$ cat config.mk
export PLATFORM = sky130hd
export DESIGN_NAME = c_samq_pop_sched
export DESIGN_NICKNAME = d
export VERILOG_FILES = /design/src/rtl/c_samq_pop_sched_pkg.sv /design/src/rtl/c_rr_select.sv /design/src/rtl/c_samq_pop_sched.sv
export SDC_FILE = /design/constraint.sdc
export NUM_CORES = 1
export LEC_CHECK = 0
export CAP_MARGIN = 25
export CORE_MARGIN = 3
export CORE_UTILIZATION = 50
export CTS_CLUSTER_DIAMETER = 150
export DETAILED_ROUTE_END_ITERATION = 16
export PLACE_DENSITY = 0.79
export SYNTH_ARGS = -nofsm -noshare
export SYNTH_HDL_FRONTEND = slang
export SYNTH_HIERARCHICAL = 1
export SYNTH_SLANG_ARGS = --single-unit
$ cat constraint.sdc
create_clock -name clk -period 2.6 [get_ports clk]
set_input_delay 0.39 -clock clk [delete_from_list [all_inputs] [get_ports clk]]
set_output_delay 0.39 -clock clk [all_outputs]
set_load 0.05 [all_outputs]
$ cat src/rtl/c_samq_pop_sched_pkg.sv
// c_samq_pop_sched_pkg: shared FSM encodings and helper functions for the pop scheduler
package c_samq_pop_sched_pkg;
  typedef enum logic {IDLE = 1'b0, BURST = 1'b1} fsm_t;
  function automatic int clog2(input int v);
    int r;
    r = 0;
    while ((1 << r) < v) r++;
    return r;
  endfunction
endpackage

$ cat src/rtl/c_rr_select.sv
// c_rr_select: grant the first requester at or after the one-hot priority position, cyclically
module c_rr_select #(
  parameter int n = 4
) (
  input  logic [0:n-1] req,
  input  logic [0:n-1] prio,
  output logic [0:n-1] gnt
);
  logic hit;
  // scan from the priority position forward, wrapping past the last index
  always_comb begin
    gnt = '0;
    hit = 1'b0;
    for (int s = 0; s < n; s++)
      for (int k = 0; k < n; k++)
        if (prio[s] && !hit && req[(s + k) % n]) begin
          gnt[(s + k) % n] = 1'b1;
          hit = 1'b1;
        end
  end
endmodule

$ cat src/rtl/c_samq_pop_sched.sv
// c_samq_pop_sched: round-robin burst pop scheduler for a statically allocated multi-queue
module c_samq_pop_sched
  import c_samq_pop_sched_pkg::*;
#(
  parameter int num_queues = 4,
  parameter int max_burst  = 4
) (
  input  logic                  clk,
  input  logic                  reset,
  input  logic                  active,
  input  logic [0:num_queues-1] empty_qu,
  input  logic [0:num_queues-1] almost_empty_qu,
  input  logic                  ready,
  output logic                  pop_valid,
  output logic [0:num_queues-1] pop_sel_qu,
  output logic                  pop_last
);
  localparam int cw = clog2(max_burst + 1);
  localparam logic [cw-1:0] mb = cw'(max_burst);
  localparam logic [0:num_queues-1] prio_rst = {1'b1, {(num_queues - 1){1'b0}}};
  fsm_t state, state_nxt;
  logic [0:num_queues-1] cur_qu, cur_nxt, prio_qu, prio_nxt, gnt, sel;
  logic [cw-1:0] cnt, cnt_nxt, cnt_inc;
  logic go, vld, last, cur_empty;
  assign go = active & ready & ~reset;
  assign cnt_inc = cnt + cw'(1);
  assign cur_empty = |(cur_qu & empty_qu);
  c_rr_select #(.n(num_queues)) u_rr (
    .req (~empty_qu),
    .prio(prio_qu),
    .gnt (gnt)
  );
  assign pop_valid = vld;
  assign pop_sel_qu = vld ? sel : '0;
  assign pop_last = vld & last;
  // next state and pop decision: idle pops start bursts from the rr winner, bursts stick to cur_qu
  always_comb begin
    state_nxt = state;
    cur_nxt = cur_qu;
    cnt_nxt = cnt;
    prio_nxt = prio_qu;
    vld = 1'b0;
    sel = '0;
    last = 1'b0;
    if (state == IDLE) begin
      vld = go & |gnt;
      sel = gnt;
      last = (max_burst == 1) | |(gnt & almost_empty_qu);
      if (vld) begin
        prio_nxt = {gnt[num_queues-1], gnt[0:num_queues-2]};
        if (!last) begin
          state_nxt = BURST;
          cur_nxt = gnt;
          cnt_nxt = cw'(1);
        end
      end
    end else begin
      vld = go & ~cur_empty;
      sel = cur_qu;
      last = (cnt_inc == mb) | |(cur_qu & almost_empty_qu);
      if (cur_empty) state_nxt = IDLE;
      else if (vld) begin
        cnt_nxt = cnt_inc;
        if (last) state_nxt = IDLE;
      end
    end
  end
  // state register, frozen while active is low
  always_ff @(posedge clk or posedge reset) begin
    if (reset) begin
      state <= IDLE;
      cur_qu <= '0;
      cnt <= '0;
      prio_qu <= prio_rst;
    end else if (active) begin
      state <= state_nxt;
      cur_qu <= cur_nxt;
      cnt <= cnt_nxt;
      prio_qu <= prio_nxt;
    end
  end
endmodule

-- Word level (Yosys, flattened, before mapping)
Index checks and enable logic that the tools add are counted.
- register bits after elaboration: 12
- input bits: 12
- output and inout bits: 6
- logic and storage cells: 122
- add/subtract/negate cells: 1
- equality and inequality tests: 4
- multiplexer cells: 45
- bitwise gates (word level): 14
- reduce and logical (&&, ||, !) cells: 54
- operators with widths (kind ; number):
    2-to-1 mux 1 bit ; 38
    logical AND 1 bit ; 31
    OR reduction 4 bit ; 4
    logical NOT 1 bit ; 15
    2-to-1 mux 3 bit ; 5
    AND 4 bit ; 3
    2-to-1 mux 4 bit ; 2
    AND 1 bit ; 5
    AND reduction 5 bit ; 1
    != test 2 bit (second input constant) ; 2
    inverter 1 bit ; 4
    inverter 4 bit ; 1
    AND reduction 4 bit ; 1
    adder 3 x 1 -> 3 bit (second input constant) ; 1
    == test 3 bit (second input constant) ; 1
    AND reduction 3 bit ; 1
    != test 2 x 1 -> 1 bit (second input constant) ; 1
    nonzero test 2 bit ; 1
    bitwise OR 1 bit ; 1

-- Longest topological paths before layout
Gate-level depths: netlist of run 1.
- word-level depth: 68
- gate-level depth with buffers: 8
- depth with buffers taken out: 8

-- Cells and area by module
Netlist of run 1, hierarchy kept.
- by module, submodules not included (module ; times used ; cells an instance ; area each (um^2) ; sequential area each (um^2)):
    c_samq_pop_sched ; 1 ; 64 ; 724.4 ; 301.5
    c_rr_select ; 1 ; 25 ; 157.7 ; 0.0

-- Least setup slack after synthesis of run 1
Ideal clock, no wire load.
- path type: input to output
- start point: input empty_qu[0] in the netlist's numbering
- end point: output pop_last
- data arrival time: 2784 ps
- required time: 2210 ps
- slack: -574 ps
- stages on the path: 8
- buffers on the path: 0
- cell sequence: inv_1 > nor4_2 > o22ai_1 > a21oi_1 > a22o_1 > a221oi_2 > and2_1 > a211oi_1
- elaborated cells between the ends (all ways): 88
- classes of those cells: mux (32); bitwise (7); reduce/logical (49)
- RTL lines (what ; RTL line ; text):
    start: declaration ; c_samq_pop_sched.sv:11 ; input logic [0:num_queues-1] empty_qu,
    inverter 4 bit * ; c_samq_pop_sched.sv:29 ; .req (~empty_qu),
    logical AND 1 bit ; c_rr_select.sv:16 ; if (prio[s] && !hit && req[(s + k) % n]) begin
    2-to-1 mux 1 bit ; c_rr_select.sv:16 ;
    logical NOT 1 bit ; c_rr_select.sv:16 ;
    logical AND 1 bit (2 in series) ; c_rr_select.sv:16 ;
    2-to-1 mux 1 bit ; c_rr_select.sv:16 ;
    logical NOT 1 bit ; c_rr_select.sv:16 ;
    logical AND 1 bit (2 in series) ; c_rr_select.sv:16 ;
    [... 37 more ...] ; - ;
    logical NOT 1 bit ; c_rr_select.sv:16 ;
    logical AND 1 bit (2 in series) ; c_rr_select.sv:16 ;
    2-to-1 mux 1 bit * ; c_rr_select.sv:16 ;
    net gnt (one bit) ; c_samq_pop_sched.sv:22 ; logic [0:num_queues-1] cur_qu, cur_nxt, prio_qu, prio_nxt, gnt, sel;
    OR reduction 4 bit / AND 4 bit (equally long branches) ; c_samq_pop_sched.sv:46, c_samq_pop_sched.sv:48 ;
    AND 1 bit / OR reduction 4 bit (equally long branches) ; c_samq_pop_sched.sv:46, c_samq_pop_sched.sv:48 ;
    2-to-1 mux 1 bit ; c_samq_pop_sched.sv:45 ; if (state == IDLE) begin
    AND 1 bit * ; c_samq_pop_sched.sv:35 ; assign pop_last = vld & last;
    end: declaration ; c_samq_pop_sched.sv:16 ; output logic pop_last
Mark *: on every way through the listed nets, which the timed path passes. The rest lies on a longest branch.

-- Final worst setup path of run 1
- start point: register prio_qu[0] in the netlist's numbering
- end point: output pop_last
- elaborated cells between the ends (all ways): 83
- classes of those cells: mux (32); bitwise (3); reduce/logical (48)
- RTL lines (what ; RTL line ; text):
    start: declaration ; c_samq_pop_sched.sv:22 ;
    start signal: assignment ; c_samq_pop_sched.sv:74 ; prio_qu <= prio_rst;
    start signal: assignment ; c_samq_pop_sched.sv:79 ; prio_qu <= prio_nxt;
    logical AND 1 bit ; c_rr_select.sv:16 ;
    2-to-1 mux 1 bit ; c_rr_select.sv:16 ;
    logical NOT 1 bit ; c_rr_select.sv:16 ;
    logical AND 1 bit (2 in series) ; c_rr_select.sv:16 ;
    2-to-1 mux 1 bit ; c_rr_select.sv:16 ;
    logical NOT 1 bit ; c_rr_select.sv:16 ;
    logical AND 1 bit (2 in series) ; c_rr_select.sv:16 ;
    2-to-1 mux 1 bit ; c_rr_select.sv:16 ;
    [... 36 more ...] ; - ;
    logical NOT 1 bit ; c_rr_select.sv:16 ;
    logical AND 1 bit (2 in series) ; c_rr_select.sv:16 ;
    2-to-1 mux 1 bit * ; c_rr_select.sv:16 ;
    net gnt (one bit) ; c_samq_pop_sched.sv:22 ;
    OR reduction 4 bit / AND 4 bit (equally long branches) ; c_samq_pop_sched.sv:46, c_samq_pop_sched.sv:48 ;
    AND 1 bit / OR reduction 4 bit (equally long branches) ; c_samq_pop_sched.sv:46, c_samq_pop_sched.sv:48 ;
    2-to-1 mux 1 bit ; c_samq_pop_sched.sv:45 ;
    AND 1 bit * ; c_samq_pop_sched.sv:35 ;
Marked as above.

==> results of run 1 <==
-- metal layers --
| layer | vias up | GRT usage | routed length (um) |
|---|---|---|---|
| met5 | - | 0 | 0 |
| met4 | 0 | 0.102 | 55 |
| met3 | 10 | 0.0376 | 128 |
| met2 | 37 | 0.443 | 1400 |
| met1 | 452 | 0.357 | 1240 |
| li1 | 424 | - | - |
-- path summary, 6_finish.rpt --
path	startpoint	endpoint	slack [ns]	depth (start not counted)
max	prio_qu[0]	pop_last	-0.14	10
max reg2reg	prio_qu[0]	cnt[2]	-0.10	13
min in group clk	cnt[0]	cnt[0]	0.50	1
min	reset	state	0.45	2
min reg2reg	cnt[0]	cnt[0]	0.50	1
max in group asynchronous	reset	prio_qu[0]	1.81	2
-- repair_timing --
item | CTS | global route
pin swaps | 10 | 2
gates resized for setup | 29 | 2
buffers inserted | 8 | 1
endpoints found under the setup margin | 6 | 13
gates cloned | 0 | 0
-- through the flow --
stage / instance area (um2) / hold WS [ns]
4_1_cts: 1390 / 0.450
5_1_grt: 1400 / 0.454
3_5_place_dp: 1210 / 0.496
6_report: 1400 / 0.448
3_3_place_gp: 1210 / 0.475
2_1_floorplan: 895 / 0.254
-- placed cells by master (no fill, tap or decap), types with 2 or more instances in the layout --
| master | Yosys | layout |
|---|---|---|
| clkbuf_4 | 0 | 3 |
| o211ai_1 | 2 | 2 |
| nor4_4 | 0 | 2 |
| inv_1 | 11 | 7 |
| mux2_2 | 4 | 4 |
| mux2i_1 | 5 | 5 |
| clkdlybuf4s50_1 | 0 | 7 |
| dlygate4sd2_1 | 0 | 3 |
| ha_1 | 2 | 2 |
| nor2b_1 | 3 | 3 |
| nor2_1 | 7 | 6 |
| buf_6 | 0 | 5 |
| buf_4 | 1 | 27 |
| a22o_1 | 5 | 5 |
| nor3_1 | 3 | 3 |
| a21oi_1 | 6 | 5 |
| mux2_4 | 4 | 4 |
| o21ai_0 | 4 | 2 |
| inv_2 | 0 | 3 |
| dfrtp_1 | 11 | 11 |
-- logic make-up after synthesis --
logic type,Yosys count
AOI/OAI and AO/OA,25
and+or+nand+nor,25
muxes,13
buffers and inverters,12
DFF,12
adders and majority gates,2
-- state kept, by name, summed over array words and instances (netlist names) --
name and count:
state 1, cnt 3, prio_qu 4, cur_qu 4
-- where the power goes --
group / total, mW / internal [mW] / switching [mW] / leakage (nW)
registers: 0.188 / 0.187 / 0.000550 / 0.164
logic: 0.0486 / 0.0242 / 0.0244 / 0.465
clock network: 0.148 / 0.0852 / 0.0628 / 0.0210
-- cell type report --
| type | count | area, um2 | share of cell area |
|---|---|---|---|
| repair buffers | 44 | 380 | 0.272 |
| multi-input cells | 65 | 617 | 0.441 |
| inverters | 11 | 43.8 | 0.0313 |
| clock buffers | 4 | 36.3 | 0.0259 |
| well taps | 16 | 20.0 | 0.0143 |
| flip-flops and latches | 12 | 302 | 0.216 |
==> metrics.md, run 1 <==
| Metric | Value |
|---|---|
| Synth top area share | `0.312` |
| CTS Hold Bufs | `0` |
| Largest net degree at the start of global routing | `13` |
| Top cells by count, synth | `11 x dfrtp_1, 11 x inv_1, 7 x nor2_1` |
| Final #Nets | `151` |
| I/O pin total | `18` |
| Drt initial violations | `67` |
| Syn_area_per_cell | `9.91 um2` |
| Clk_lat worst skew | `0.28 ns` |
| Vias per cell | `6.07` |
| Row cnt | `14` |
| Layout cells sized above 1 | `0.485` |
| Clock transition at the registers of the reported paths | `0.08 ns` |
| Worst path bufs/invs | `3` |
| Area Growth Syn to Fin | `58.6%` |
| Die height | `48 um` |
| Cell Pwr Density | `275 nW/um2` |
| Post-DR wirelength/cell | `18.5 um` |
| Largest family of logic cells by synthesized area | `compound AO/OA/AOI/OAI gates` |
| DR pass1 iterations | `5` |
| Die ar. | `2300 um2` |
| Cell mode on critical path | `buf_4` |
| Vias | `923` |
| Biggest area consumer among synthesized cells | `dfrtp_1` |
| CP required | `2.21 ns` |
| Startpoint Class | `flip-flop` |
| Critical path data arrival time | `2.35 ns` |
| Post-Place Worst Slack | `-0.431 ns` |
| Leak pwr | `0.649 nW` |
| CTS Sinks | `12` |
| Fmax | `0.365 GHz` |
| Synth Area in Simple Gates | `0.199` |
| Final worst slack | `-0.140 ns` |
| Routed Antenna Nets | `0` |
| Syn Nets | `103` |
| Starting Density | `0.560` |
| TritonCTS Buffers | `3` |
| Vias in the first global route | `919` |
| Post-synthesis cell type count | `33` |
| Final min period | `2.74 ns` |
| Slew margin rel. | `0.627` |
| H-tree depth | `1` |
| RSZ-0062 raised after global routing | `true` |
| CORE AREA | `1580 um2` |
| Worst clock skew | `0.00565 ns` |
| CP Cell Sequence | `nor4b_2 -> a31oi_1 -> a21oi_1 -> buf_4 -> nor4_4 -> nor2_1 -> o21bai_1 -> buf_4 -> a211oi_4 -> buf_12` |
| Worst setup EP type | `output port` |
| HPWL after DPL | `1830 um` |
| Status | `finished with violations` |
| Clk root buf | `clkbuf_4` |
| Final setup viols | `13` |
| Post-Syn Area | `882 um2` |
| Gr ovfl total | `0` |
| Antenna violations before repair | `0` |
| Non-filler cells, final | `152` |
| Crit-path slowest cell | `dfstp_2` |
| Cells after Synth | `89` |
| Die X | `48 um` |
| Failing checks | `negative setup slack` |
| IO buf count | `17` |
| YS warnings | `6` |
| Final Hold Fails | `0` |
| Top cells by area, synth | `dfrtp_1 31%, mux2_4 6.8%, mux2i_1 5.7%, mux2_2 5.1%, a22o_1 5.0%` |
| Ys async rst share | `1.00` |
| Number of synthesized flops with an enable pin | `0` |
| Period Utilization, post-route | `1.05` |
| Critical Setup Path Class | `reg2out` |
| Synth Area in Adders | `0.0284` |
| Global-route wire length before repair | `4220 um` |
| Placed Cells incl. Taps | `139` |
| Kind of cell adding the most delay to the critical path | `flip-flops` |
| Longest Clk Path Bufs | `2` |
| Ant. Diodes | `0` |
| Post-Synth XOR/XNOR Area | `0` |
| Fin util | `0.887` |
| Remaining DRCs | `0` |
| VDD IR max | `0.311 mV` |
| Slowest stage delay, CP | `0.61 ns` |
| Gp weighted congestion | `0.846` |
| Max-cap viol count | `0` |
| Post-synthesis mux area share | `0.176` |
| Worst Hold Class | `in2async` |
| CTS tree | `yes` |
| Pins over their slew limit | `0` |
| Sequential area share after synthesis | `0.342` |
| PnR Total Power | `384 uW` |
| Compound-gate portion of the synthesized area | `0.200` |
| Flops & latches, synth | `12` |
| Setup_tns | `-1.18 ns` |
| Main synth FF type | `dfrtp_1` |
| Worst slew pin tran | `0.554 ns` |
| Fill cell total of the finished layout | `72` |
| Worst Path Max Fanout | `7` |
| Routed WL | `2820 um` |
| GRT Util Overall | `0.270` |
Note: power is estimated with default switching activity, not from simulation.
==> inputs of run 2 (changes only) <==
Settings changed: ABC_AREA set to 1, CORE_UTILIZATION 50 to 47, PLACE_DENSITY 0.79 to 0.76.
Clock period 2.6 ns to 2.4 ns, I/O delays scaled along.
==> run 2 against run 1 <==
Net effect: the flow still finishes with violations (negative setup slack); register-to-register slack better by 0.20 ns; first-iteration DRC count fell by 3.0%; clock power shrank 11%; synthesized cell count up 78%; via count increased by 45%; worst setup slack got worse by 0.17 ns; sequential share of layout area shrank 4.2 points; critical endpoint is now pop_sel_qu[1].
==> metrics.md, run 2 <==
| Metric | Value |
|---|---|
| HPWL after DPL | `2490 um (was 1830 um)` |
| Global-route wire length before repair | `5580 um (was 4220 um)` |
| Vias | `1337 (was 923)` |
| Drt initial violations | `65 (was 67)` |
| Final worst slack | `-0.314 ns (was -0.140 ns)` |
| Largest family of logic cells by synthesized area | `simple AND/OR/NAND/NOR gates (was compound AO/OA/AOI/OAI gates)` |
| Routed WL | `3790 um (was 2820 um)` |
| Period Utilization, post-route | `1.13` |
| Clk_lat worst skew | `0.28 ns (about the same)` |
| Remaining DRCs | `0 (unchanged)` |
| CP Cell Sequence | `buf_4 -> nand2_4 -> nand3_4 -> nor2_4 -> nand2_2 -> nor2_4 -> nand3_2 -> nand3b_1 -> nor2_2 -> nand2_2 -> nand3_4 -> nand2_8 -> inv_8 -> a21oi_4 -> buf_12 (was nor4b_2 -> a31oi_1 -> a21oi_1 -> buf_4 -> nor4_4 -> nor2_1 -> o21bai_1 -> buf_4 -> a211oi_4 -> buf_12)` |
| VDD IR max | `0.653 mV (was 0.311 mV)` |
| Fill cell total of the finished layout | `111 (was 72)` |
| Ant. Diodes | `0 (unchanged)` |
| Synth Area in Adders | `0.0238 (was 0.0284)` |
| CTS Sinks | `12 (unchanged)` |
| Post-DR wirelength/cell | `15.9 um (was 18.5 um)` |
| Worst Path Max Fanout | `5 (was 7)` |
| Status | `finished with violations (unchanged)` |
| Post-Syn Area | `1050 um2 (was 882 um2)` |
| Final setup viols | `6 (was 13)` |
| Syn Nets | `172 (was 103)` |
| CORE AREA | `2040 um2 (was 1580 um2)` |
| DR pass1 iterations | `4 (was 5)` |
| Failing checks | `negative setup slack (unchanged)` |
| Slew margin rel. | `0.695 (was 0.627)` |
| Final min period | `2.71 ns` |
| Synth Area in Simple Gates | `0.498 (was 0.199)` |
| Syn_area_per_cell | `6.65 um2 (was 9.91 um2)` |
| I/O pin total | `18 (unchanged)` |
| Vias in the first global route | `1289 (was 919)` |
| Critical path data arrival time | `2.35 ns (about the same)` |
| Main synth FF type | `dfrtp_1 (unchanged)` |
| Worst clock skew | `0.0127 ns (was 0.00565 ns)` |
| Startpoint Class | `flip-flop (unchanged)` |
| Gr ovfl total | `0 (unchanged)` |
| Routed Antenna Nets | `0 (unchanged)` |
| Top cells by area, synth | `dfrtp_1 26%, nand2_1 22%, nand3_1 5.2%, inv_1 5.0%, nor2_4 4.3% (was dfrtp_1 31%, mux2_4 6.8%, mux2i_1 5.7%, mux2_2 5.1%, a22o_1 5.0%)` |
| Pins over their slew limit | `0 (unchanged)` |
| Crit-path slowest cell | `dfstp_2 (unchanged)` |
| Largest regs | `cur_qu: 4 flops, prio_qu: 4 flops, cnt: 3 flops (unchanged)` |
| YS warnings | `6 (unchanged)` |
| Gp weighted congestion | `0.975 (was 0.846)` |
| Multi-input logic area | `812 um2 (was 617 um2)` |
| CP required | `2.04 ns (was 2.21 ns)` |
| Flops & latches, synth | `12 (unchanged)` |
| Post-synthesis cell type count | `26 (was 33)` |
| Most instantiated library cell after synthesis | `nand2_1` |
| Synth top area share | `0.262 (was 0.312)` |
| Worst-case hold slack | `0.485 ns (was 0.448 ns)` |
| Row cnt | `16 (was 14)` |
| Die height | `53.3 um (was 48 um)` |
| Sequential Area | `302 um2 (unchanged)` |
| Area Growth Syn to Fin | `65.1% (was 58.6%)` |
| Fmax | `0.369 GHz` |
| Most frequent cells in the layout | `54 x nand2_1, 31 x buf_4, 11 x dfrtp_1 (was 27 x buf_4, 11 x dfrtp_1, 7 x inv_1, 7 x clkdlybuf4s50_1, 6 x nor2_1)` |
| Layout cells sized above 1 | `0.441 (was 0.485)` |
| H-tree depth | `1 (unchanged)` |
| Final #Nets | `226 (was 151)` |
| PnR Total Power | `1.06 mW (was 384 uW)` |
| Starting Density | `0.515 (was 0.560)` |
| Fin area | `1740 um2 (was 1400 um2)` |
| Commonest non-fill, non-tap cell in the layout | `nand2_1 (was buf_4)` |
| Clk root buf | `clkbuf_4 (unchanged)` |
| Biggest area consumer among synthesized cells | `dfrtp_1 (unchanged)` |
| Clock transition at the registers of the reported paths | `0.07 ns (was 0.08 ns)` |
| Worst path bufs/invs | `3 (unchanged)` |
| Worst setup EP type | `output port (unchanged)` |
| Post-Synth XOR/XNOR Area | `0 (unchanged)` |
| CTS tree | `yes (unchanged)` |
| Max-cap viol count | `0 (unchanged)` |
| Kind of cell adding the most delay to the critical path | `simple AND/OR/NAND/NOR gates (was flip-flops)` |
| Cells after Synth | `158 (was 89)` |
| Die ar. | `2840 um2 (was 2300 um2)` |
| Sequential area share after synthesis | `0.287 (was 0.342)` |
| Number of synthesized flops with an enable pin | `0 (unchanged)` |
| IO buf count | `17 (unchanged)` |
| Worst slew pin tran | `0.458 ns (was 0.554 ns)` |
| Die X | `53.3 um (was 48 um)` |
| Antenna violations before repair | `0 (unchanged)` |
| Largest net degree at the start of global routing | `13 (unchanged)` |
| Critical Setup Path Class | `reg2out (unchanged)` |
| Placed instance area | `1570 um2 (was 1210 um2)` |
| Worst Hold Class | `reg2reg (was in2async)` |
| Slowest stage delay, CP | `0.37 ns (was 0.61 ns)` |
| Longest Clk Path Bufs | `2 (unchanged)` |
| GRT Util Overall | `0.272 (was 0.270)` |
| Top cells by count, synth | `61 x nand2_1, 14 x inv_1, 11 x dfrtp_1, 11 x nand3_1, 10 x nor2_1 (was 11 x dfrtp_1, 11 x inv_1, 7 x nor2_1)` |
| Post-synthesis mux area share | `0 (was 0.176)` |
| RSZ-0062 raised after global routing | `true (unchanged)` |
| Vias per cell | `5.62 (was 6.07)` |
| Compound-gate portion of the synthesized area | `0.108 (was 0.200)` |
| Ys async rst share | `1.00 (unchanged)` |
| Fin util | `0.850 (was 0.887)` |
| Leak pwr | `0.835 nW (was 0.649 nW)` |
| TritonCTS Buffers | `3 (unchanged)` |
| Final Hold Fails | `0 (unchanged)` |
| Cell Pwr Density | `609 nW/um2 (was 275 nW/um2)` |
-- run 2: changes by cell type after synthesis, moves of 5 or more --
cell | before | now
nand2_1 | 1 | 61
mux2i_1 | 5 | 0
a22o_1 | 5 | 0
nand3_1 | 0 | 11
nand4_1 | 0 | 5
-- run 2: where the power goes --
group,switching (mW),internal [mW]
combinational,0.376,0.264
sequential,0.0419,0.243
clock,0.0670,0.0644
total,0.485,0.571
-- run 2: cell type report --
cell class	instances	share of cell area
clock buffer	4	0.0151
sequential	12	0.174
inverter	19	0.0505
tap	27	0.0195
multi-input combinational	126	0.468
timing repair buffer	50	0.273
-- run 2: kinds of logic after synthesis --
kind of cell,after synthesis
buffers and inverters,20
flip-flops,12
adder cells (fa/ha/maj),2
AO/OA/AOI/OAI,19
AND/OR/NAND/NOR,105
-- run 2: worst min-delay path, stage by stage (launching register included) --
cell and delay, ns:
dfrtp_1 0.34, nand2_1 0.05, nand2_1 0.06
-- run 2: repair_timing --
item / 4_1_cts / 5_1_grt
resized for setup: 26 / 13
pin swaps: 17 / 5
setup buffers: 6 / 2
hold buffers: 0 / 0
setup endpoints to repair: 16 / 8
-- run 2: layer usage --
metal,part of all wire,vias to the layer above,track usage,wire (um)
li1,-,620,-,-
met1,0.41,618,0.336,1550
met2,0.47,76,0.441,1770
met3,0.061,23,0.0169,230
met4,0.064,0,0.196,242
met5,0,-,0,0
-- run 2: path summary, 6_finish.rpt --
path,startpoint,cells after the start,end,slack [ns]
min in group asynchronous,reset,2,cur_qu[0],0.62
max in group asynchronous,reset,2,prio_qu[0],1.42
max reg2reg,prio_qu[0],18,cur_qu[2],0.10
min,prio_qu[3],2,prio_qu[3],0.48
min reg2reg,prio_qu[3],2,prio_qu[3],0.48
max,prio_qu[0],15,pop_sel_qu[1],-0.31
-- run 2: stage by stage --
stage | instances | setup WS, ns | TNS [ns]
2_1_floorplan | 158 | -0.0754 | -0.279
3_3_place_gp | 227 | -0.525 | -5.17
3_5_place_dp | 227 | -0.624 | -7.41
4_1_cts | 236 | -0.236 | -1.38
5_1_grt | 238 | -0.416 | -2.63
6_report | 238 | -0.314 | -1.79
